===== config.mk =====
export PLATFORM = sky130hd
export DESIGN_NAME = heater_enable_sequencer
export DESIGN_NICKNAME = d
export VERILOG_FILES = /design/src/rtl/heater_enable_sequencer.sv
export SDC_FILE = /design/constraint.sdc
export NUM_CORES = 1
export LEC_CHECK = 0
export BUFFER_PORTS_ARGS = -buffer_cell sky130_fd_sc_hd__buf_2
export CORE_ASPECT_RATIO = 0.6
export CORE_MARGIN = 1
export CORE_UTILIZATION = 50
export CTS_BUF_LIST = sky130_fd_sc_hd__clkbuf_16
export DETAILED_ROUTE_END_ITERATION = 10
export PLACE_DENSITY_LB_ADDON = 0.2
export SYNTH_ARGS = -nofsm -noshare
export SYNTH_HDL_FRONTEND = slang
export SYNTH_SLANG_ARGS = --single-unit

===== constraint.sdc =====
create_clock -name clk -period 12.65 [get_ports clk]
set_clock_uncertainty 0.15 [all_clocks]
set_input_delay 0.6325 -clock clk [delete_from_list [all_inputs] [get_ports clk]]
set_output_delay 0.6325 -clock clk [all_outputs]
set_load 0.01 [all_outputs]

===== src/rtl/heater_enable_sequencer.sv =====
// Staggered heater turn-on sequencer with per-channel error latching, timed
// error-clear pulses and a global trip after too many error events.
module heater_enable_sequencer #(
  parameter int N              = 32,
  parameter int STAGGER_CYCLES = 2000,
  parameter int CLR_PULSE      = 4,
  parameter int TRIP_LIMIT     = 4
) (
  input  logic                   clk,
  input  logic                   rst_n,
  input  logic [N-1:0]           req_enable,
  input  logic [N-1:0]           err_clear_req,
  input  logic                   trip_clear,
  input  logic [N-1:0]           heater_error,
  output logic [N-1:0]           heater_enable,
  output logic [N-1:0]           heater_err_clear,
  output logic [N-1:0]           error_latched,
  output logic                   trip,
  output logic [$clog2(N+1)-1:0] active_count
);

  localparam int PTR_W = (N > 1) ? $clog2(N) : 1;
  localparam int CNT_W = $clog2(N + 1);
  localparam int STG_W = $clog2(STAGGER_CYCLES + 1);
  localparam int CLR_W = $clog2(CLR_PULSE + 1);

  typedef enum logic [1:0] {ST_IDLE, ST_WAIT, ST_TRIPPED} state_t;

  function automatic logic [CNT_W-1:0] popcount(input logic [N-1:0] v);
    logic [CNT_W-1:0] c;
    c = '0;
    for (int i = 0; i < N; i++) c = c + CNT_W'(v[i]);
    return c;
  endfunction

  logic [N-1:0]       req_meta_reg, req_s_reg;
  logic [N-1:0]       clr_meta_reg, clr_s_reg, clr_d_reg;
  logic               tclr_meta_reg, tclr_s_reg, tclr_d_reg;

  state_t             state_reg, state_next;
  logic [PTR_W-1:0]   ptr_reg, ptr_next, ptr_inc;
  logic [STG_W-1:0]   stg_cnt_reg, stg_cnt_next;
  logic [7:0]         trip_count_reg, trip_count_next;
  logic               trip_reg, trip_next;
  logic [N-1:0]       enable_reg, enable_next;
  logic [N-1:0]       latched_reg, latched_next;
  logic [CNT_W-1:0]   active_count_reg, active_count_next;
  logic [N-1:0]       clr_edge, pulse_end, grant, rise;
  logic               tclr_edge, trip_hit, eligible;
  logic [31:0]        trip_sum;

  // Software-side requests arrive from another clock domain.
  always_ff @(posedge clk or negedge rst_n) begin
    if (!rst_n) begin
      req_meta_reg  <= '0;
      req_s_reg     <= '0;
      clr_meta_reg  <= '0;
      clr_s_reg     <= '0;
      clr_d_reg     <= '0;
      tclr_meta_reg <= 1'b0;
      tclr_s_reg    <= 1'b0;
      tclr_d_reg    <= 1'b0;
    end else begin
      req_meta_reg  <= req_enable;
      req_s_reg     <= req_meta_reg;
      clr_meta_reg  <= err_clear_req;
      clr_s_reg     <= clr_meta_reg;
      clr_d_reg     <= clr_s_reg;
      tclr_meta_reg <= trip_clear;
      tclr_s_reg    <= tclr_meta_reg;
      tclr_d_reg    <= tclr_s_reg;
    end
  end

  assign clr_edge  = clr_s_reg & ~clr_d_reg;
  assign tclr_edge = tclr_s_reg & ~tclr_d_reg;

  genvar gi;
  generate
    for (gi = 0; gi < N; gi++) begin : g_chan
      logic [CLR_W-1:0] clr_cnt_reg;

      always_ff @(posedge clk or negedge rst_n) begin
        if (!rst_n)                clr_cnt_reg <= '0;
        else if (clr_edge[gi])     clr_cnt_reg <= CLR_W'(CLR_PULSE);
        else if (clr_cnt_reg != 0) clr_cnt_reg <= clr_cnt_reg - CLR_W'(1);
      end

      assign heater_err_clear[gi] = (clr_cnt_reg != '0);
      assign pulse_end[gi]        = (clr_cnt_reg == CLR_W'(1));
      // An active error both sets the latch and blocks the clear.
      assign latched_next[gi]     = heater_error[gi] | (latched_reg[gi] & ~pulse_end[gi]);
    end
  endgenerate

  assign rise     = latched_next & ~latched_reg;
  assign trip_hit = (trip_count_reg == 8'(TRIP_LIMIT));
  assign eligible = req_s_reg[ptr_reg] & ~enable_reg[ptr_reg] & ~latched_reg[ptr_reg];
  assign ptr_inc  = (ptr_reg == PTR_W'(N - 1)) ? '0 : ptr_reg + PTR_W'(1);

  always_comb begin
    state_next   = state_reg;
    ptr_next     = ptr_reg;
    stg_cnt_next = stg_cnt_reg;
    grant        = '0;
    case (state_reg)
      ST_IDLE: begin
        if (trip_hit) begin
          state_next = ST_TRIPPED;
        end else if (eligible) begin
          grant[ptr_reg] = 1'b1;
          stg_cnt_next   = STG_W'(STAGGER_CYCLES - 1);
          state_next     = ST_WAIT;
        end else begin
          ptr_next = ptr_inc;
        end
      end
      ST_WAIT: begin
        if (trip_hit) begin
          state_next = ST_TRIPPED;
        end else if (stg_cnt_reg == '0) begin
          ptr_next   = ptr_inc;
          state_next = ST_IDLE;
        end else begin
          stg_cnt_next = stg_cnt_reg - STG_W'(1);
        end
      end
      ST_TRIPPED: begin
        if (tclr_edge) begin
          state_next = ST_IDLE;
          ptr_next   = '0;
        end
      end
      default: state_next = ST_IDLE;
    endcase

    // trip_clear wipes the history; errors landing the same cycle still count.
    trip_sum        = 32'(tclr_edge ? 8'd0 : trip_count_reg) + 32'(popcount(rise));
    trip_count_next = (trip_sum >= 32'(TRIP_LIMIT)) ? 8'(TRIP_LIMIT) : trip_sum[7:0];

    // Error beats a same-cycle grant; the FSM still takes its WAIT slot.
    enable_next = (enable_reg | grant) & req_s_reg & ~heater_error;
    if (state_next == ST_TRIPPED) enable_next = '0;
    trip_next         = (state_next == ST_TRIPPED);
    active_count_next = popcount(enable_reg);
  end

  always_ff @(posedge clk or negedge rst_n) begin
    if (!rst_n) begin
      state_reg        <= ST_IDLE;
      ptr_reg          <= '0;
      stg_cnt_reg      <= '0;
      trip_count_reg   <= '0;
      trip_reg         <= 1'b0;
      enable_reg       <= '0;
      latched_reg      <= '0;
      active_count_reg <= '0;
    end else begin
      state_reg        <= state_next;
      ptr_reg          <= ptr_next;
      stg_cnt_reg      <= stg_cnt_next;
      trip_count_reg   <= trip_count_next;
      trip_reg         <= trip_next;
      enable_reg       <= enable_next;
      latched_reg      <= latched_next;
      active_count_reg <= active_count_next;
    end
  end

  assign heater_enable = enable_reg;
  assign error_latched = latched_reg;
  assign trip          = trip_reg;
  assign active_count  = active_count_reg;

endmodule


* Word level (Yosys, flattened, before mapping)
Cells that the tools add are included.
Storage, ports and cells: register bits 356, input bits 99
Cells by class: $add $sub $neg 97, order comparisons 3, equal/unequal tests 44, muxes and demuxes 96, bitwise gates (word level) 110, reduce and logical (&&, ||, !) cells 71
Operators by type and width (number):
- $add A6 B1 Y6 | 52
- $mux W3 | 64
- $and A32 B32 Y32 | 4
- $mux W32 | 4
- $reduce_bool A3 Y1 | 33
- $eq A3 B1 Y1 const B | 32
- $not A32 Y32 | 3
- $sub A3 B1 Y3 const B | 32
- $reduce_bool A2 Y1 | 33
- $mux W11 | 4
- $and A1 B1 Y1 | 35
- $not A1 Y1 | 35
- $or A1 B1 Y1 | 32
- $or A32 B32 Y32 | 1
- $mux W5 | 6
- $pmux W11 S2 | 1
- $mux W8 | 2
- $bmux W1 S5 | 3
- $pmux W5 S3 | 1
- $ne A2 B2 Y1 const B | 7
- $add A5 B1 Y6 | 2
- $logic_not A11 Y1 | 1
- $sub A11 B1 Y11 const B | 1
- $add A4 B1 Y5 | 2
- 20 further kinds | 31

* Longest topological paths before layout
depth after elaboration 39, depth in mapped cells 17

* Worst setup path before layout
Ideal clock, no wire load.
path kind input -> register, from input port heater_error[5], to register trip_count_reg[0], setup time 74 ps, arrival time 5267 ps, required time 12426 ps, path slack 7159 ps, stages on the path 16, cells stage by stage nor2b_1 > fa_1 > inv_1 > fa_1 > fa_1 > fa_1 > fa_1 > inv_1 > fa_1 > fa_1 > inv_1 > fa_1 > a2111oi_0 > a21oi_1 > nand4b_1 > nor2_1
Between the ends: longest elaborated chain between the ends 32
Ends and longest elaborated chain:
- from (decl) | line 14 | input logic [N-1:0] heater_error,
- $or A1 B1 Y1 (*) | line 92 | assign latched_next[gi] = heater_error[gi] | (latched_reg[gi] & ~pulse_end[gi]);
- $and A32 B32 Y32 (*) | line 96 | assign rise = latched_next & ~latched_reg;
- $add A5 B1 Y6 (*) | line 32 | for (int i = 0; i < N; i++) c = c + CNT_W'(v[i]);
- $add A6 B1 Y6 (*) (26 in series) | line 32
- $add A8 B6 Y9 (*) | line 138 | trip_sum = 32'(tclr_edge ? 8'd0 : trip_count_reg) + 32'(popcount(rise));
- $ge A9 B3 Y1 | line 139 | trip_count_next = (trip_sum >= 32'(TRIP_LIMIT)) ? 8'(TRIP_LIMIT) : trip_sum[7:0];
- $mux W8 (*) | line 139
- named net trip_count_next[0] | line 43 | logic [7:0] trip_count_reg, trip_count_next;
- to (signal assigned) | line 162 | trip_count_reg <= trip_count_next;
- to (decl) | line 43
Mark *: on every way through the listed nets, which the timed path passes. The rest lies on a longest branch. A chain may end at the register's enable or synchronous reset.

* Final worst setup path
from register latched_reg[0] (netlist: error_latched[0]), to register trip_count_reg[0]
Between the ends: longest elaborated chain between the ends 37
Ends and longest elaborated chain:
- from (decl) | line 46 | logic [N-1:0] latched_reg, latched_next;
- from (signal assigned) | line 165 | latched_reg <= latched_next;
- $and A1 B1 Y1 | line 92
- $or A1 B1 Y1 | line 92
- $and A32 B32 Y32 (*) | line 96
- $add A1 B1 Y2 (*) | line 32
- $add A2 B1 Y3 (*) | line 32
- $add A3 B1 Y4 (*) | line 32
- $add A4 B1 Y5 (*) | line 32
- $add A5 B1 Y6 (*) | line 32
- $add A6 B1 Y6 (*) (26 in series) | line 32
- $add A8 B6 Y9 (*) | line 138
- $ge A9 B3 Y1 | line 139
- $mux W8 (*) | line 139
- named net trip_count_next[0] | line 43
Marks and branches as above.

==> impl_results.md <==
- Max Slew Vio Count: 0
- Final setup margin: slightly above 7 ns
- Instance area after placement: about 18000 sq um
- Total CTS buffers: 35
- Vias per cell: 5.25
- CTS clk-pin slew, worst paths: ~0.06 ns
- Cell chosen for the clock root: clkbuf_16
- Post-CTS Repair Setup Buffers: 0
- Number of I/O pins: around 200
- Post-cts resize count: 0
- Distinct cells, synth: 65
- Growth of design area from synthesis to finish: 15.5%
- Number of placed cells counting well taps: between 1500 and 2000
- # Max-Cap Violations: 0
- Leakage power: ~9 nW
- Site Rows: 51
- Number of detailed-route iterations in the first pass: 5
- Type of the most critical hold path: in2async
- Total Routing Usage GR: 0.233
- Pre-CTS worst setup slack: between 6 and 7 ns
- Startpoint class of the critical path: flip-flop
- Max-Slew Margin vs Limit: 0.317
- Main synth FF type: dfrtp_1
- Number of buffers inserted by hold repair at cts: 0
- Starting density of the core: 0.509
- Number of synthesized flops with an enable pin: 0
- Worst-Skew Late Latency: 0.54 ns
- Die width: around 240 um
- Largest voltage drop on the vdd net: about 110 uV
- Clock period minus final worst setup slack: between 5 and 6 ns
- Die extent in y: around 140 um
- Global route total overflow: 0
- Post-Route Utilization: 0.588
- Final critical-path share of the clock period: 0.443
- Global-route wire length before repair: roughly 60000 um
- Leading cell type in the layout, fill and taps excluded: dfrtp_1
- Syn avg cell area: around 12 sq um
- CP max stage cell: fa_1
- Count of final hold-check violations: 0
- Count of warnings emitted by yosys: 0
- Critical path cell sequence: nand2b_1, fa_1, fa_1, fa_1, fa_1, fa_1, inv_1, fa_1, fa_1, inv_1, fa_1, a2111oi_0, a21oi_1, nand4b_1, nor2_1
- Unrepaired setup endpoints after global routing: no
- Final antenna-violating net count: 0
- Nature of the critical path endpoint: flip-flop
- Fraction of registers with async set/reset: 1.00
- Final WL: between 30000 and 40000 um
- Share of post-route cells with drive strength above 1: 0.189
- Delay contributed by the slowest stage of the critical path: 0.56 ns
- Setup violation total in the final timing report: 0
- Largest fanout on the critical path: 4
- Least-Margin Pin Slew: between 1 and 1.5 ns
- CP Class: reg2reg
- Netlist area before placement: 16500 sq um
- Arrival time at the worst endpoint: between 5 and 6 ns
- Power per Cell Area: about 220 nW/um^2
- Max Root-Sink Buffers: 3
- Die footprint: between 30000 and 40000 sq um
- Initial drt markers: 868
- Remaining routing DRC violations: 0
- Vias in the first global route: approximately 11000
- Flip-flop count of the largest register after layout: 96
- Drt wl/cell: 19.2 um
- Maximum frequency from static timing analysis: approximately 0.18 GHz
- Detail Placement HPWL: 28800 um
- Overall power after layout: 4.16 mW
- Worst-case hold slack: between 0.02 and 0.03 ns
- H-tree levels: 2
- Area of the core: 32400 sq um
- Post-route setup TNS: 0 ns
- TritonCTS Sinks: approximately 360
- Antenna violations before repair: 2
- Vias post-DR: approximately 11000
- Result of the run: finished, final reports clean
- Most frequent cells in the layout: dfrtp_1, buf_2, inv_1
- Final cell count without fillers: 2011
- Required arrival time at the worst endpoint: between 10 and 15 ns
- Final design instance area without fill: ~19000 sq um
- Pin count of the biggest net entering global routing: 160
- Seq cells post-synth: 356
- Sequential fraction of the synthesis area: 0.540
- Count of buffers inserted at the top-level ports: about 200
- Dominant cell type by count on the critical path: fa_1
- CTS tree: done
- Nets@finish: about 1800
- Gate Count Post-Synth: 1335
- Gpl congestion: about 0.91
==> kinds of logic (layout without fill, tap and decap cells) <==
| group | Yosys count | in the layout | share of synthesized area |
|---|---|---|---|
| flops | 356 | 356 | 0.540 |
| simple gates | 335 | 335 | 0.129 |
| compound gates | 218 | 218 | 0.0894 |
| buf+inv | 192 | 438 | 0.0509 |
| fa+ha+maj | 174 | 174 | 0.155 |
| xor+xnor | 43 | 43 | 0.0228 |
| mux | 16 | 16 | 0.0133 |
| other cells | 1 | 7 | 0.000227 |
==> power breakdown <==
part	switching, mW	internal, mW
Combinational	0.877	0.625
Sequential	0.225	1.39
Clock	0.442	0.599
Total	1.54	2.61
==> area by class of cell <==
cell class | instances | area (sq um)
diodes | 2 | 5.00
repair buffers | 209 | 1090
fillers | 2689 | 13400
clock inverters | 26 | 229
multi-input cells | 791 | 6770
clock buffers | 36 | 901
well taps | 424 | 531
inverters | 167 | 629
flip-flops and latches | 356 | 8910
==> routing by layer <==
metal | vias to the layer above | GRT usage | share of wire
li1 | 4916 | - | -
met1 | 5212 | 0.338 | 0.47
met2 | 357 | 0.333 | 0.42
met3 | 65 | 0.0831 | 0.091
met4 | 2 | 0.0567 | 0.019
met5 | - | 0 | 0.00034
==> worst max-delay path, delay by kind of cell (launching register included) <==
| family | cells | cell delay (ns) |
|---|---|---|
| fa+ha+maj | 8 | 3.79 |
| simple gates | 3 | 0.60 |
| compound gates | 2 | 0.45 |
| flops | 1 | 0.41 |
| buf+inv | 2 | 0.12 |
==> Yosys cell counts (3+ instances only) <==
| cell type | count | share of area |
|---|---|---|
| nand2_1 | 10 | 0.0023 |
| o31ai_1 | 35 | 0.016 |
| a21o_1 | 36 | 0.016 |
| fa_1 | 50 | 0.061 |
| a21oi_1 | 44 | 0.013 |
| xnor2_1 | 42 | 0.022 |
| and3_1 | 4 | 0.0015 |
| dfrtp_1 | 356 | 0.54 |
| mux2_1 | 4 | 0.0027 |
| nor4b_2 | 26 | 0.024 |
| mux2_2 | 4 | 0.0027 |
| nor3b_1 | 3 | 0.0014 |
| nand2b_1 | 91 | 0.035 |
| nand3_1 | 6 | 0.0018 |
| o21ai_0 | 10 | 0.0030 |
| mux2i_1 | 5 | 0.0030 |
| ha_1 | 124 | 0.094 |
| nor3_1 | 19 | 0.0058 |
| nor4_1 | 4 | 0.0015 |
| a211oi_1 | 40 | 0.018 |
| nor4b_1 | 9 | 0.0048 |
| a31oi_1 | 36 | 0.014 |
| mux4_1 | 3 | 0.0048 |
| clkbuf_1 | 4 | 0.00091 |
| nor2_1 | 91 | 0.021 |
| nor2b_1 | 46 | 0.017 |
| buf_2 | 4 | 0.0012 |
| buf_4 | 5 | 0.0023 |
| and2_1 | 8 | 0.0030 |
| buf_6 | 7 | 0.0048 |
| inv_1 | 166 | 0.038 |
==> path summary, 6_finish.rpt <==
check	start	to	slack, ns	depth (start not counted)
setup / recovery	error_latched[0]	trip_count_reg[0]	7.04	15
hold / removal	rst_n	clr_d_reg[20]	0.03	1
setup reg to reg	error_latched[0]	trip_count_reg[0]	7.04	15
hold reg to reg	req_meta_reg[4]	req_s_reg[4]	0.18	0
max in group asynchronous	rst_n	req_meta_reg[7]	10.16	3
min in group clk	err_clear_req[1]	clr_meta_reg[1]	0.05	1
Power figures use the tool's default switching activity.
